--- config.mk ---
export PLATFORM = sky130hd
export DESIGN_NAME = if_id_skid_reg
export DESIGN_NICKNAME = d
export VERILOG_FILES = /design/src/rtl/if_id_pkg.sv /design/src/rtl/if_id_entry_reg.sv /design/src/rtl/if_id_skid_reg.sv
export SDC_FILE = /design/constraint.sdc
export NUM_CORES = 1
export LEC_CHECK = 0
export CORE_UTILIZATION = 40
export DETAILED_ROUTE_END_ITERATION = 12
export PLACE_DENSITY = 0.74
export SYNTH_ARGS = -nofsm -noshare
export SYNTH_HDL_FRONTEND = slang
export SYNTH_HIERARCHICAL = 1
export SYNTH_SLANG_ARGS = --single-unit
export TNS_END_PERCENT = 30
--- constraint.sdc ---
create_clock -name clk -period 2.5 [get_ports clk]
set_input_delay 0.25 -clock clk [delete_from_list [all_inputs] [get_ports clk]]
set_output_delay 0.25 -clock clk [all_outputs]
set_load 0.1 [all_outputs]
--- src/rtl/if_id_pkg.sv ---
// Shared types and defaults for the IF/ID skid register.
// The IF_ID_STATS_EN macro enables the optional stall/flush counters in the top.
package if_id_pkg;

  localparam int unsigned XLEN_DEFAULT = 32;
  localparam int unsigned ILEN_DEFAULT = 32;
  localparam int unsigned CNT_W        = 32;

  // addi x0,x0,0
  localparam logic [ILEN_DEFAULT-1:0] NOP_INSTR_DEFAULT = 32'h0000_0013;

  typedef struct packed {
    logic [XLEN_DEFAULT-1:0] pc;
    logic [ILEN_DEFAULT-1:0] instr;
  } if_id_entry_t;

  typedef enum logic [1:0] {
    EMPTY = 2'd0,
    ONE   = 2'd1,
    TWO   = 2'd2
  } occ_state_e;

endpackage : if_id_pkg

--- src/rtl/if_id_entry_reg.sv ---
// Single {pc, instr} holding register with clear-over-load priority.
// Reset and clear both return the entry to the caller-supplied empty value.
module if_id_entry_reg
  import if_id_pkg::*;
#(
  parameter type ENTRY_T = if_id_entry_t
) (
  input  logic   clk,
  input  logic   reset,
  input  logic   ld_i,
  input  logic   clr_i,
  input  ENTRY_T d_i,
  input  ENTRY_T clr_val_i,
  output ENTRY_T q_o
);

  ENTRY_T entry_q;

  always_ff @(posedge clk) begin
    if (reset || clr_i) begin
      entry_q <= clr_val_i;
    end else if (ld_i) begin
      entry_q <= d_i;
    end
  end

  assign q_o = entry_q;

endmodule : if_id_entry_reg

--- src/rtl/if_id_skid_reg.sv ---
// IF/ID pipeline register: valid/ready handshake backed by a 2-entry skid buffer.
// Define IF_ID_STATS_EN to add the stall_cnt/flush_cnt counter outputs.
module if_id_skid_reg
  import if_id_pkg::*;
#(
  parameter int unsigned     XLEN      = XLEN_DEFAULT,
  parameter int unsigned     ILEN      = ILEN_DEFAULT,
  parameter logic [ILEN-1:0] NOP_INSTR = ILEN'(NOP_INSTR_DEFAULT)
) (
  input  logic            clk,
  input  logic            reset,
  input  logic            flush,
  input  logic            in_valid,
  output logic            in_ready,
  input  logic [XLEN-1:0] in_pc,
  input  logic [ILEN-1:0] in_instr,
  output logic            out_valid,
  input  logic            out_ready,
  output logic [XLEN-1:0] out_pc,
  output logic [ILEN-1:0] out_instr
`ifdef IF_ID_STATS_EN
  ,
  output logic [CNT_W-1:0] stall_cnt,
  output logic [CNT_W-1:0] flush_cnt
`endif
);

  typedef struct packed {
    logic [XLEN-1:0] pc;
    logic [ILEN-1:0] instr;
  } entry_t;

  occ_state_e state_q, state_d;
  logic       out_valid_q, in_ready_q;
  logic       in_fire, out_fire;
  logic       main_ld, main_clr, main_from_skid;
  logic       skid_ld, skid_clr;
  entry_t     main_q, skid_q, main_d, in_entry;
  entry_t     main_empty, skid_empty;

  assign in_fire    = in_valid & in_ready_q;
  assign out_fire   = out_valid_q & out_ready;
  assign in_entry   = '{pc: in_pc, instr: in_instr};
  assign main_empty = '{pc: XLEN'(0), instr: NOP_INSTR};
  assign skid_empty = '{pc: XLEN'(0), instr: ILEN'(0)};
  assign main_d     = main_from_skid ? skid_q : in_entry;

  // Occupancy register; handshake flags are registered from the next state.
  always_ff @(posedge clk) begin
    if (reset) begin
      state_q     <= EMPTY;
      out_valid_q <= 1'b0;
      in_ready_q  <= 1'b1;
    end else begin
      state_q     <= state_d;
      out_valid_q <= (state_d != EMPTY);
      in_ready_q  <= (state_d != TWO);
    end
  end

  // Next-state and entry control; flush overrides every transition.
  always_comb begin
    state_d        = state_q;
    main_ld        = 1'b0;
    main_clr       = 1'b0;
    main_from_skid = 1'b0;
    skid_ld        = 1'b0;
    skid_clr       = 1'b0;
    if (flush) begin
      state_d  = EMPTY;
      main_clr = 1'b1;
      skid_clr = 1'b1;
    end else begin
      unique case (state_q)
        EMPTY: begin
          if (in_fire) begin
            state_d = ONE;
            main_ld = 1'b1;
          end
        end
        ONE: begin
          if (in_fire && out_fire) begin
            main_ld = 1'b1;
          end else if (in_fire) begin
            state_d = TWO;
            skid_ld = 1'b1;
          end else if (out_fire) begin
            state_d  = EMPTY;
            main_clr = 1'b1;
          end
        end
        TWO: begin
          if (out_fire) begin
            state_d        = ONE;
            main_ld        = 1'b1;
            main_from_skid = 1'b1;
            skid_clr       = 1'b1;
          end
        end
        default: begin
          state_d  = EMPTY;
          main_clr = 1'b1;
          skid_clr = 1'b1;
        end
      endcase
    end
  end

  if_id_entry_reg #(.ENTRY_T(entry_t)) u_main (
    .clk       (clk),
    .reset     (reset),
    .ld_i      (main_ld),
    .clr_i     (main_clr),
    .d_i       (main_d),
    .clr_val_i (main_empty),
    .q_o       (main_q)
  );

  if_id_entry_reg #(.ENTRY_T(entry_t)) u_skid (
    .clk       (clk),
    .reset     (reset),
    .ld_i      (skid_ld),
    .clr_i     (skid_clr),
    .d_i       (in_entry),
    .clr_val_i (skid_empty),
    .q_o       (skid_q)
  );

  assign in_ready  = in_ready_q;
  assign out_valid = out_valid_q;
  assign out_pc    = main_q.pc;
  assign out_instr = main_q.instr;

`ifdef IF_ID_STATS_EN
  logic [CNT_W-1:0] stall_cnt_q, flush_cnt_q;

  // Free-running wrap-around event counters.
  always_ff @(posedge clk) begin
    if (reset) begin
      stall_cnt_q <= '0;
      flush_cnt_q <= '0;
    end else begin
      if (out_valid_q && !out_ready) stall_cnt_q <= stall_cnt_q + CNT_W'(1);
      if (flush) flush_cnt_q <= flush_cnt_q + CNT_W'(1);
    end
  end

  assign stall_cnt = stall_cnt_q;
  assign flush_cnt = flush_cnt_q;
`endif

endmodule : if_id_skid_reg

After elaboration in Yosys (flattened, before gate mapping)
Cells that the tools add are included.
{"block": "word_totals", "out_inout_bits": 66, "romBits": 0, "mem_bits_rw": 0, "latchBits": 0, "input_bits": 69, "mem_count": 0, "regBits": 132, "elab_cells": 43}
{"block": "classes", "n_lt_le_gt_ge": 0, "n_eq_ne": 3, "div_mod_pow": 0, "bitwise_logic": 2, "reduce_logical": 7, "shifts": 0, "muxes": 24, "add_sub_neg": 0, "n_mul": 0}
{"op": "$mux W64", "count": 1}
{"op": "$mux W1", "count": 13}
{"op": "$mux W2", "count": 6}
{"op": "$pmux W2 S3", "count": 1}
{"op": "$pmux W1 S2", "count": 2}
{"op": "$reduce_or A2 Y1", "count": 2}
{"op": "$pmux W1 S3", "count": 1}
{"op": "$and A1 B1 Y1", "count": 2}
{"op": "$eq A2 B1 Y1 const B", "count": 1}
{"op": "$eq A2 B2 Y1 const B", "count": 1}
{"op": "$logic_not A2 Y1", "count": 1}
{"op": "$logic_or A1 B1 Y1", "count": 2}
{"op": "$ne A2 B2 Y1 const B", "count": 1}
{"op": "$reduce_bool A2 Y1", "count": 1}
{"op": "$logic_and A1 B1 Y1", "count": 1}

Depth between registers and ports, before layout
Gate-level depths: netlist of the first run.
{"block": "depth", "depth_word": 7, "depth_mapped": 6, "depth_no_buf": 5}

Hierarchy
Netlist of the first run, hierarchy kept.
{"module": "if_id_entry_reg", "n_inst": 2, "seq_area_each_um2": 1921.8, "cells_each": 136, "area_each_um2": 3015.4}
{"module": "if_id_skid_reg", "n_inst": 1, "seq_area_each_um2": 80.1, "cells_each": 100, "area_each_um2": 1066.0}

Worst setup path after synthesis of the first run
OpenSTA, ideal clock, no wires.
{"block": "synth_path", "path_type": "register to register", "start": "reg out_valid_q (netlist: out_valid)", "end": "reg u_main.entry_q (netlist bit u_main/q_o[0]) (enable)", "arrival_ns": 2.598, "n_path_buf": 0, "synth_period_minus_slack_ns": 2.991, "stages_incl_launch_ff": 5, "required_time_ns": 2.107, "slack_ns": -0.491, "setup_time_ns": 0.393, "path_cell_list": "dfxtp_1 and2_1 a21oi_1 o21bai_1 or3_2"}
{"block": "synth_via", "elab_chain_len": 7, "word_cells_on_any_way": 11, "classes_between": "mux (8); bitwise (1); reduce/logical (2)"}
{"item": "from (decl)", "line_no": "if_id_skid_reg.sv:34", "rtl": "logic out_valid_q, in_ready_q;"}
{"item": "from (signal assigned)", "line_no": "if_id_skid_reg.sv:56", "rtl": "out_valid_q <= (state_d != EMPTY);"}
{"item": "$and A1 B1 Y1 (*)", "line_no": "if_id_skid_reg.sv:42", "rtl": "assign out_fire = out_valid_q & out_ready;"}
{"item": "$mux W1", "line_no": "if_id_skid_reg.sv:87", "rtl": "end else if (out_fire) begin"}
{"item": "$mux W1", "line_no": "if_id_skid_reg.sv:84", "rtl": "end else if (in_fire) begin"}
{"item": "$mux W1 (*)", "line_no": "if_id_skid_reg.sv:82", "rtl": "if (in_fire && out_fire) begin"}
{"item": "$pmux W1 S2 (*)", "line_no": "if_id_skid_reg.sv:74", "rtl": "unique case (state_q)"}
{"item": "$mux W1 (*)", "line_no": "if_id_skid_reg.sv:69", "rtl": "if (flush) begin"}
{"item": "net main_clr", "line_no": "if_id_skid_reg.sv:36", "rtl": "logic main_ld, main_clr, main_from_skid;"}
{"item": "$logic_or A1 B1 Y1 (*)", "line_no": "if_id_entry_reg.sv:20", "rtl": "if (reset || clr_i) begin"}
{"item": "to (signal assigned)", "line_no": "if_id_entry_reg.sv:21", "rtl": "entry_q <= clr_val_i;"}
{"item": "to (signal assigned)", "line_no": "if_id_entry_reg.sv:23", "rtl": "entry_q <= d_i;"}
{"item": "to (decl)", "line_no": "if_id_entry_reg.sv:17", "rtl": "ENTRY_T entry_q;"}
The timed path passes the listed nets; every way through them passes the cells marked *.
A chain may end at the register's enable or synchronous reset.

Worst setup path after layout of the first run
{"block": "layout_path", "start": "reg out_valid_q (netlist: out_valid)", "end": "reg u_skid.entry_q (netlist bit u_skid/q_o[5]), data pin"}
{"block": "layout_via", "elab_chain_len": 5}
{"item": "$and A1 B1 Y1", "line_no": "if_id_skid_reg.sv:42"}
{"item": "$mux W1", "line_no": "if_id_skid_reg.sv:93", "rtl": "if (out_fire) begin"}
{"item": "$pmux W1 S2", "line_no": "if_id_skid_reg.sv:74"}
{"item": "$mux W1", "line_no": "if_id_skid_reg.sv:69"}
{"item": "net skid_clr", "line_no": "if_id_skid_reg.sv:37", "rtl": "logic skid_ld, skid_clr;"}
{"item": "$logic_or A1 B1 Y1", "line_no": "if_id_entry_reg.sv:20"}
{"item": "to (signal assigned)", "line_no": "if_id_entry_reg.sv:21"}
{"item": "to (signal assigned)", "line_no": "if_id_entry_reg.sv:23"}
{"item": "to (decl)", "line_no": "if_id_entry_reg.sv:17"}
The timed path passes the listed nets, and every way through them passes these cells.

==> results of run 1 <==
==> cell type report <==
| type | instances | area share |
|---|---|---|
| Inverter | 1 | 0.000397 |
| Clock buffer | 22 | 0.0490 |
| Timing Repair Buffer | 148 | 0.143 |
| Tap cell | 225 | 0.0297 |
| Clock inverter | 10 | 0.0116 |
| Sequential cell | 132 | 0.415 |
| Multi-Input combinational cell | 345 | 0.351 |
==> cells in the mapped netlist <==
master	number
edfxtp_1	128
mux2_4	120
mux2_1	40
mux2_2	32
buf_12	12
a21oi_1	4
buf_6	4
dfxtp_1	4
nor2_8	3
buf_8	2
conb_1	2
nand2_1	2
or3_2	2
a2111oi_0	1
a21boi_1	1
a311oi_1	1
and2_1	1
and4b_1	1
buf_2	1
buf_4	1
inv_1	1
nand2b_1	1
nand4b_4	1
nor2b_1	1
nor4_1	1
nor4b_1	1
o21ai_0	1
o21bai_1	1
or3_1	1
or4_1	1
==> critical path, cell delays in order, from the launching register on <==
cell	delay (ps)
dfxtp_2	350
and2_1	200
o21ai_0	200
nand2b_1	180
nor2_8	470
buf_4	300
mux2_4	180
==> metal layers <==
layer | part of all wire | GRT usage
met1 | 0.42 | 0.182
met2 | 0.50 | 0.261
met5 | 0 | 0
met3 | 0.058 | 0.0486
met4 | 0.013 | 0.0637
==> sequential cells by signal (all words and copies together), names as in the netlist <==
signal      count
u_main/q_o     64
state_q         2
in_ready        1
u_skid/q_o     64
out_valid       1
==> power by group <==
| group | total [mW] | internal [mW] | switching, mW | leakage, nW |
|---|---|---|---|---|
| Combinational | 1.50 | 0.512 | 0.986 | 2.39 |
| Sequential | 2.72 | 2.66 | 0.0551 | 1.34 |
| Clock | 2.39 | 1.51 | 0.882 | 0.272 |
==> cells by family (layout without fill, tap and decap cells) <==
family,after synthesis,count (layout),share of synthesized area
buf+inv,21,181,0.0467
flops,132,132,0.553
compound gates,9,9,0.00811
other cells,2,128,0.00106
simple gates,16,16,0.0231
mux,192,192,0.368
==> stage by stage <==
step | util | area [um^2] | power, mW | worst slack [ps]
after detailed placement | 0.514 | 8890 | 4.26 | 59.9
after global routing | 0.547 | 9460 | 6.85 | 367
final | 0.547 | 9460 | 6.61 | 471
after floorplan | - | 7580 | 3.93 | 152
after global placement | 0.514 | 8890 | 4.23 | 136
after CTS | 0.547 | 9460 | 6.68 | 475
==> final timing paths <==
| path | slack [ps] | to | depth (start not counted) | startpoint |
|---|---|---|---|---|
| setup / recovery | 470 | u_skid/q_o[5] | 6 | out_valid |
| hold / removal | 550 | u_skid/q_o[7] | 2 | in_instr[7] |
| setup reg to reg | 470 | u_skid/q_o[5] | 6 | out_valid |
| hold reg to reg | 620 | out_valid | 1 | state_q[0] |
==> results.md, run 1 <==
| Step | Item | Value |
| --- | --- | --- |
| floorplan | Width of the die | 135 um |
| logic synthesis | Flops & latches, synth | 132 |
| clocking | Cts-stage hold buffer count | 0 |
| clocking | Clock-pin slew on the worst setup and hold paths | 60 ps |
| logic synthesis | Number of instances in the synthesized netlist | 372 |
| sta | Actual transition at the worst max-transition pin | 578 ps |
| floorplan | Row count | 48 |
| placement | Post-detail-place hpwl | 9.19 mm |
| worst hold path | Class of the tightest hold or removal check | primary input to flop |
| logic synthesis | Largest area contributor in the synthesized netlist | edfxtp_1 |
| finish | Share of layout cells above drive strength 1 | 0.409 |
| floorplan | Overall die area | 0.0183 mm^2 |
| clocking | Clock H-tree levels | 4 |
| finish | Commonest non-fill, non-tap cells in the layout | conb_1, edfxtp_1, mux2_4 |
| sta | Layout Skew | 10.5 ps |
| global route | Overall fraction of global-route tracks in use | 0.155 |
| sta | Count of endpoints failing setup in the final report | 0 |
| finish | Area taken by multi-input logic gates | 0.00332 mm^2 |
| floorplan | Vert. Die Dim | 135 um |
| logic synthesis | Share of synthesized area occupied by flip-flops and latches | 0.553 |
| clocking | Number of cells upsized or downsized after cts | 0 |
| placement | Port bufs | 134 |
| clocking | CTS sink cnt | 132 |
| critical path | Crit. End Element | flop |
| finish | Fillers | 1406 |
| power | Power per cell area | 698 mW/mm^2 |
| logic synthesis | Share of the synthesized area in the top cell type | 0.542 |
| clocking | Setup repair bufs after CTS | 0 |
| logic synthesis | Count of unique library cells instantiated by Yosys | 30 |
| clocking | Maximum number of buffers from clock root to sink | 2 |
| finish | Layout overhead on the synthesized area | 33.4% |
| clocking | Cell at the root of the clock tree | clkbuf_16 |
| floorplan | Num ports | 135 |
| logic synthesis | Cell types occupying the most area after synthesis | edfxtp_1, mux2_4, mux2_1 |
| route | Number of iterations in the first detailed-routing pass | 4 |
| route | Routed length per instance | 15.1 um |
| finish | Area occupied by registers | 0.00393 mm^2 |
| floorplan | Initial Util | 0.410 |
| clocking | CTS tree | yes |
| global route | Pin count of the biggest net entering global routing | 49 |
| logic synthesis | Synthesized area divided by synthesized cell count | 19.1 um^2 |
| run | Total of max-cap violations | 0 |
| critical path | Critical path start-end classification | flop to flop |
| route | Post-route DRC | 0 |
| placement | Placer congestion estimate | 0.738 |
| global route | Global route total overflow | 0 |
| route | Wirelength, routed | 13.3 mm |
| finish | Number of nets in the final layout | 714 |
| clocking | Clock insertion delay at the later pin of the skew report | 420 ps |
| sta | Worst rel slew slack | 0.613 |
| status | Outcome | finished, final reports clean |
| sta | Number of hold violations in the final report | 0 |
| global route | Number of global-route vias before repair | 4142 |
| sta | Period utilisation layout | 0.812 |
| critical path | Maximum fanout encountered on the critical timing path | 20 |
| route | Via count | 3845 |
| sta | Setup total negative slack | 0 ps |
| finish | Number of diodes added for antenna fixing | 0 |
| critical path | Endpoint required time on the critical path | 2790 ps |
| sta | Final Max Slew Viols | 0 |
| sta | Shortest period the worst path allows | 2030 ps |
| floorplan | Floorplan core area | 0.0173 mm^2 |
| finish | Final instance count without filler cells | 883 |
| global route | Antenna violations before repair | 0 |
| global route | First-pass GRT wire length | 20.9 mm |
| logic synthesis | Post-synthesis cell area | 0.00710 mm^2 |
| placement | Number of cells after detailed placement | 851 |
| route | Via-per-instance ratio | 4.35 |
| power | Leak | 4.00 nW |
| sta | Final-layout worst hold slack | 549 ps |
| critical path | Data arrival time of the critical path | 2320 ps |
| power | Maximum vdd drop | 0.000485 V |
| logic synthesis | Yosys warning count | 6 |
| sta | F_max | 0.493 GHz |
| critical path | Category of the worst setup path launch point | flop |
| sta | Setup repair after global routing missed its margin | no |
| route | Remaining antenna violation count | 0 |
| route | Detailed router's first-iteration violation count | 184 |
| clocking | Cts bufs inserted | 17 |
No activity file was read; power rests on OpenSTA's default activity.
==> inputs of run 2 (changes only) <==
==> constraint.sdc (replaced) <==
create_clock -name clk -period 2 [get_ports clk]
set_input_delay 0.2 -clock clk [delete_from_list [all_inputs] [get_ports clk]]
set_output_delay 0.2 -clock clk [all_outputs]
set_load 0.1 [all_outputs]
==> run 2 against run 1 <==
Effect of this change: clock skew fell by 2.8 ps; largest cell class unchanged; non-clock buffer count rose by 8; via count rose by 2.9%; highest routed layer unchanged; largest power group unchanged; maximum frequency rose by 6.0%; worst setup slack got worse by 390 ps.
==> results.md, run 2 (synthesis gave the netlist of run 1 again) <==
| Step | Item | Value | vs previous |
| --- | --- | --- | --- |
| status | Outcome | finished, final reports clean | unchanged |
| critical path | Data arrival time of the critical path | 2070 ps | was 2320 ps |
| floorplan | Num ports | 135 | unchanged |
| finish | Area taken by multi-input logic gates | 0.00333 mm^2 | was 0.00332 mm^2 |
| critical path | Critical path start-end classification | flop to flop | unchanged |
| route | Detailed router's first-iteration violation count | 180 | was 184 |
| global route | Global route total overflow | 0 | unchanged |
| run | Total of max-cap violations | 0 | unchanged |
| placement | Post-detail-place hpwl | 9.60 mm | was 9.19 mm |
| critical path | RR Endpoint | u_main/q_o[1] | was u_skid/q_o[5] |
| sta | F_max | 0.522 GHz | was 0.493 GHz |
| worst hold path | End of the worst hold path | u_skid/q_o[44] | was u_skid/q_o[7] |
| finish | Share of layout cells above drive strength 1 | 0.422 | was 0.409 |
| critical path | Worst reg2reg setup slack | 80 ps | was 470 ps |
| clocking | Cell at the root of the clock tree | clkbuf_16 | unchanged |
| global route | Antenna violations before repair | 0 | unchanged |
| worst hold path | Hold depth | 2 | unchanged |
| placement | Number of cells after detailed placement | 859 | was 851 |
| critical path | R2R Path Start | out_valid | unchanged |
| critical path | Category of the worst setup path launch point | flop | unchanged |
| sta | Shortest period the worst path allows | 1920 ps | was 2030 ps |
| floorplan | Floorplan core area | 0.0173 mm^2 | unchanged |
| finish | Number of diodes added for antenna fixing | 0 | unchanged |
| finish | Number of nets in the final layout | 722 | was 714 |
| global route | Overall fraction of global-route tracks in use | 0.160 | was 0.155 |
| floorplan | Vert. Die Dim | 135 um | unchanged |
| floorplan | Overall die area | 0.0183 mm^2 | unchanged |
| route | Wirelength, routed | 13.8 mm | was 13.3 mm |
| finish | Area occupied by registers | 0.00393 mm^2 | about the same |
| finish | Final instance count without filler cells | 891 | was 883 |
| global route | Number of global-route vias before repair | 4267 | was 4142 |
| route | Remaining antenna violation count | 0 | unchanged |
| critical path | Maximum fanout encountered on the critical timing path | 26 | was 20 |
| sta | Layout Skew | 7.64 ps | was 10.5 ps |
| critical path | Worst r2r path cells | 6 | unchanged |
| clocking | Clock insertion delay at the later pin of the skew report | 410 ps | was 420 ps |
| clocking | Setup repair bufs after CTS | 0 | unchanged |
| route | Via count | 3956 | was 3845 |
| critical path | Crit. End Element | flop | unchanged |
| global route | First-pass GRT wire length | 21.6 mm | was 20.9 mm |
| clocking | CTS tree | yes | unchanged |
| critical path | Endpoint required time on the critical path | 2150 ps | was 2790 ps |
| clocking | CTS sink cnt | 132 | unchanged |
| clocking | Clock H-tree levels | 4 | unchanged |
| finish | Commonest non-fill, non-tap cells in the layout | conb_1, edfxtp_1, mux2_4 | unchanged |
| power | Power per cell area | 868 mW/mm^2 | was 698 mW/mm^2 |
| finish | Layout overhead on the synthesized area | 36.3% | was 33.4% |
| sta | Setup repair after global routing missed its margin | no | unchanged |
| power | Maximum vdd drop | 0.000607 V | was 0.000485 V |
| sta | Period utilisation layout | 0.958 | was 0.812 |
| sta | Count of endpoints failing setup in the final report | 0 | unchanged |
| power | Leak | 4.09 nW | was 4.00 nW |
| route | Via-per-instance ratio | 4.44 | was 4.35 |
| floorplan | Row count | 48 | unchanged |
| clocking | Clock-pin slew on the worst setup and hold paths | 60 ps | about the same |
| placement | Placer congestion estimate | 0.748 | was 0.738 |
| placement | Port bufs | 134 | unchanged |
| sta | Final-layout worst hold slack | 508 ps | was 549 ps |
| clocking | Cts-stage hold buffer count | 0 | unchanged |
| route | Number of iterations in the first detailed-routing pass | 4 | unchanged |
| sta | Number of hold violations in the final report | 0 | unchanged |
| clocking | Maximum number of buffers from clock root to sink | 2 | unchanged |
| global route | Pin count of the biggest net entering global routing | 35 | was 49 |
| route | Routed length per instance | 15.5 um | was 15.1 um |
| clocking | Number of cells upsized or downsized after cts | 0 | unchanged |
| clocking | Cts bufs inserted | 17 | unchanged |
| finish | Fillers | 1437 | was 1406 |
| finish | Core occupancy in the finished layout | 0.559 | was 0.547 |
| floorplan | Width of the die | 135 um | unchanged |
| route | Post-route DRC | 0 | unchanged |
| floorplan | Initial Util | 0.410 | unchanged |
| worst hold path | Hold path start | in_pc[12] | was in_instr[7] |
| sta | Final Max Slew Viols | 0 | unchanged |
| worst hold path | Class of the tightest hold or removal check | primary input to flop | unchanged |
run 2: metrics by stage:
| stage | worst slack [ps] | power [mW] | instance area (um^2) | setup TNS [ps] |
|---|---|---|---|---|
| 2_1_floorplan | -34.6 | 4.91 | 7600 | -2220 |
| 3_3_place_gp | -240 | 5.33 | 9080 | -25030 |
| 3_5_place_dp | -297 | 5.37 | 9080 | -35140 |
| 4_1_cts | 69.5 | 8.49 | 9670 | 0 |
| 5_1_grt | 24.1 | 8.69 | 9670 | 0 |
| 6_report | 85.0 | 8.40 | 9670 | 0 |
run 2: worst max path at each step:
stage | from | end | slack [ps] | depth (start not counted)
2_1_floorplan | in_ready | u_main/q_o[0] | -30 | 4
3_3_place_gp | out_ready | u_main/q_o[1] | -240 | 7
3_5_place_dp | out_ready | u_main/q_o[1] | -300 | 7
4_1_cts | out_valid | u_main/q_o[1] | 70 | 6
5_1_grt | out_valid | u_main/q_o[1] | 20 | 6
6_report | out_valid | u_main/q_o[1] | 80 | 6
run 2: layer usage:
metal | routed length, um | global-route usage
met1 | 5680 | 0.183
met2 | 7170 | 0.281
met3 | 707 | 0.0430
met4 | 219 | 0.0693
met5 | 0 | 0
run 2: final cells by class:
| class | count | area share |
|---|---|---|
| clock buffer | 24 | 0.0508 |
| clock inverter | 8 | 0.0103 |
| inverter | 1 | 0.000388 |
| multi-input combinational | 345 | 0.345 |
| sequential | 132 | 0.406 |
| tap | 225 | 0.0291 |
| timing repair buffer | 156 | 0.158 |
run 2: where the power goes:
group	switching (mW)	total (mW)	internal [mW]	leakage (nW)
sequential	0.0731	3.40	3.32	1.34
clock	1.13	3.09	1.96	0.278
combinational	1.24	1.91	0.670	2.47
total	2.44	8.40	5.96	4.09
run 2: worst max-delay path: stages, from the launching register on:
cell and delay [ps]:
dfxtp_4 360, and2_4 170, a21oi_1 170, o21bai_2 130, nor2_8 190, buf_12 250, mux2_2 370
==> inputs of run 3 (changes only) <==
==> constraint.sdc (replaced) <==
create_clock -name clk -period 1.8 [get_ports clk]
set_input_delay 0.18 -clock clk [delete_from_list [all_inputs] [get_ports clk]]
set_output_delay 0.18 -clock clk [all_outputs]
set_load 0.1 [all_outputs]
==> run 3 against run 2 <==
Effect of this change: the run now ends with negative setup slack left; first-iteration DRC count grew 7.8%; largest power group unchanged; non-clock buffer count grew 8; die area is the same; global-route usage is essentially flat; sequential share of layout area shrank 0.45 points; core utilization grew 0.66 points; clock power grew 5%; register-to-register slack lost 120 ps.
==> results.md, run 3 (synthesis gave the netlist of run 1 again) <==
| Step | Item | Value | vs previous |
| --- | --- | --- | --- |
| critical path | Worst r2r path cells | 5 | was 6 |
| critical path | Critical path start-end classification | flop to flop | unchanged |
| route | Number of iterations in the first detailed-routing pass | 5 | was 4 |
| global route | Antenna violations before repair | 0 | unchanged |
| power | Leak | 4.17 nW | was 4.09 nW |
| placement | Dpl ws | -438 ps | was -297 ps |
| finish | Commonest non-fill, non-tap cells in the layout | conb_1, edfxtp_1, mux2_4 | unchanged |
| finish | Number of nets in the final layout | 730 | was 722 |
| floorplan | Floorplan core area | 0.0173 mm^2 | unchanged |
| route | Via-per-instance ratio | 4.47 | was 4.44 |
| sta | Setup total negative slack | -710 ps | was 0 ps |
| critical path | Maximum fanout encountered on the critical timing path | 34 | was 26 |
| route | Via count | 4011 | was 3956 |
| sta | Period utilisation layout | 1.02 | was 0.958 |
| floorplan | Row count | 48 | unchanged |
| worst hold path | Hold depth | 2 | unchanged |
| finish | Fillers | 1387 | was 1437 |
| sta | F_max | 0.545 GHz | was 0.522 GHz |
| clocking | Cell at the root of the clock tree | clkbuf_16 | unchanged |
| placement | Port bufs | 134 | unchanged |
| global route | Met1 track utilization from global routing | 0.186 | was 0.183 |
| status | Outcome | complete, but fails checks | was finished, final reports clean |
| clocking | CTS sink cnt | 132 | unchanged |
| global route | Overall fraction of global-route tracks in use | 0.160 | about the same |
| global route | Number of global-route vias before repair | 4191 | was 4267 |
| floorplan | Vert. Die Dim | 135 um | unchanged |
| sta | Final-layout worst hold slack | 478 ps | was 508 ps |
| sta | Layout Skew | 7.45 ps | was 7.64 ps |
| sta | Final Max Slew Viols | 0 | unchanged |
| critical path | Endpoint required time on the critical path | 1960 ps | was 2150 ps |
| placement | Placement-stage cell area | 0.00906 mm^2 | was 0.00908 mm^2 |
| route | Remaining antenna violation count | 0 | unchanged |
| worst hold path | Class of the tightest hold or removal check | primary input to flop | unchanged |
| clocking | Clock-pin slew on the worst setup and hold paths | 60 ps | about the same |
| placement | Placer congestion estimate | 0.804 | was 0.748 |
| sta | Setup repair after global routing missed its margin | yes | was no |
| finish | Layout overhead on the synthesized area | 37.9% | was 36.3% |
| power | Power per cell area | 939 mW/mm^2 | was 868 mW/mm^2 |
| floorplan | Num ports | 135 | unchanged |
| finish | Number of diodes added for antenna fixing | 0 | unchanged |
| power | Total Power Consumption | 9.18 mW | was 8.40 mW |
| sta | Number of hold violations in the final report | 0 | unchanged |
| placement | Post-detail-place hpwl | 9.31 mm | was 9.60 mm |
| critical path | Crit. End Element | flop | unchanged |
| clocking | Clock H-tree levels | 4 | unchanged |
| route | Wirelength, routed | 14.3 mm | was 13.8 mm |
| clocking | Clock insertion delay at the later pin of the skew report | 410 ps | about the same |
| status | Violations in the final reports | negative setup slack |  |
| critical path | Category of the worst setup path launch point | flop | unchanged |
| critical path | Data arrival time of the critical path | 1990 ps | was 2070 ps |
| sta | Final worst-path setup slack | -33.9 ps | was 85.0 ps |
| finish | Final instance area | 0.00979 mm^2 | was 0.00967 mm^2 |
| floorplan | Overall die area | 0.0183 mm^2 | unchanged |
| clocking | Maximum number of buffers from clock root to sink | 2 | unchanged |
| clocking | Cts bufs inserted | 17 | unchanged |
| global route | Met2 layer usage reported by global route | 0.282 | was 0.281 |
| global route | Global-route track usage on met3 | 0.0464 | was 0.0430 |
| route | Post-route DRC | 0 | unchanged |
| sta | Shortest period the worst path allows | 1830 ps | was 1920 ps |
| run | Total of max-cap violations | 0 | unchanged |
| sta | Count of endpoints failing setup in the final report | 78 | was 0 |
| floorplan | Initial Util | 0.410 | unchanged |
| global route | Pin count of the biggest net entering global routing | 35 | unchanged |
| route | Routed length per instance | 15.9 um | was 15.5 um |
| global route | First-pass GRT wire length | 21.8 mm | was 21.6 mm |
| finish | Share of layout cells above drive strength 1 | 0.432 | was 0.422 |
| critical path | Worst reg2reg setup slack | -30 ps | was 80 ps |
| route | Detailed router's first-iteration violation count | 194 | was 180 |
| floorplan | Width of the die | 135 um | unchanged |
| global route | Peak-usage layer in the global routing report | met2 | unchanged |
| power | Maximum vdd drop | 0.000644 V | was 0.000607 V |
| global route | Global route total overflow | 0 | unchanged |
| clocking | CTS tree | yes | unchanged |
==> run 3: cell count changes in the layout (fill, tap and decap cells not counted), moves of 3 or more <==
cell        delta
clkbuf_16      +5
buf_4          +4
clkbuf_8       -4
clkinv_2       +4
clkinv_1       +3
clkinvlp_4     -3
mux2_4         +3
==> run 3: area by class of cell <==
cell class / instances / area, um^2 / share of cell area
Sequential cell: 132 / 3930 / 0.402
Multi-Input combinational cell: 345 / 3360 / 0.343
Timing Repair Buffer: 164 / 1660 / 0.170
Clock buffer: 18 / 429 / 0.0439
Tap cell: 225 / 282 / 0.0288
Clock inverter: 13 / 118 / 0.0120
Inverter: 1 / 3.75 / 0.000384
==> run 3: what timing repair did <==
action	4_1_cts	5_1_grt
gates cloned	0	6
endpoints found under the hold margin	0	0
pin swaps	0	2
setup buffers	0	1
endpoints found under the setup margin	86	230
hold buffers	0	0
resized for setup	5	3
==> run 3: critical path, stage by stage (launching register included) <==
cell	delay, ps
dfxtp_2	350
nand4b_4	210
nor2_8	140
buf_12	230
mux2_1	350
mux2_4	260
==> run 3: through the flow <==
step | utilization | std cells
2_1_floorplan | - | 498
3_5_place_dp | 0.524 | 860
3_3_place_gp | 0.524 | 860
4_1_cts | 0.557 | 891
6_report | 0.566 | 898
5_1_grt | 0.566 | 898
==> run 3: layer usage <==
metal  vias to the layer above  part of all wire
met3                        10             0.045
met4                         0             0.010
met2                        95              0.52
li1                       1917                 -
met5                         -                 0
met1                      1989              0.42
==> run 3: path summary, 6_finish.rpt <==
| check | from | end |
|---|---|---|
| worst max-delay path | state_q[0] | u_main/q_o[38] |
| worst max register to register | state_q[0] | u_main/q_o[38] |
| worst min register to register | state_q[0] | out_valid |
| worst min-delay path | in_instr[0] | u_skid/q_o[0] |
==> run 3: power by group <==
group	switching [mW]	internal [mW]	leakage, nW
Sequential	0.0826	3.69	1.34
Clock	1.25	2.00	0.271
Combinational	1.39	0.775	2.55
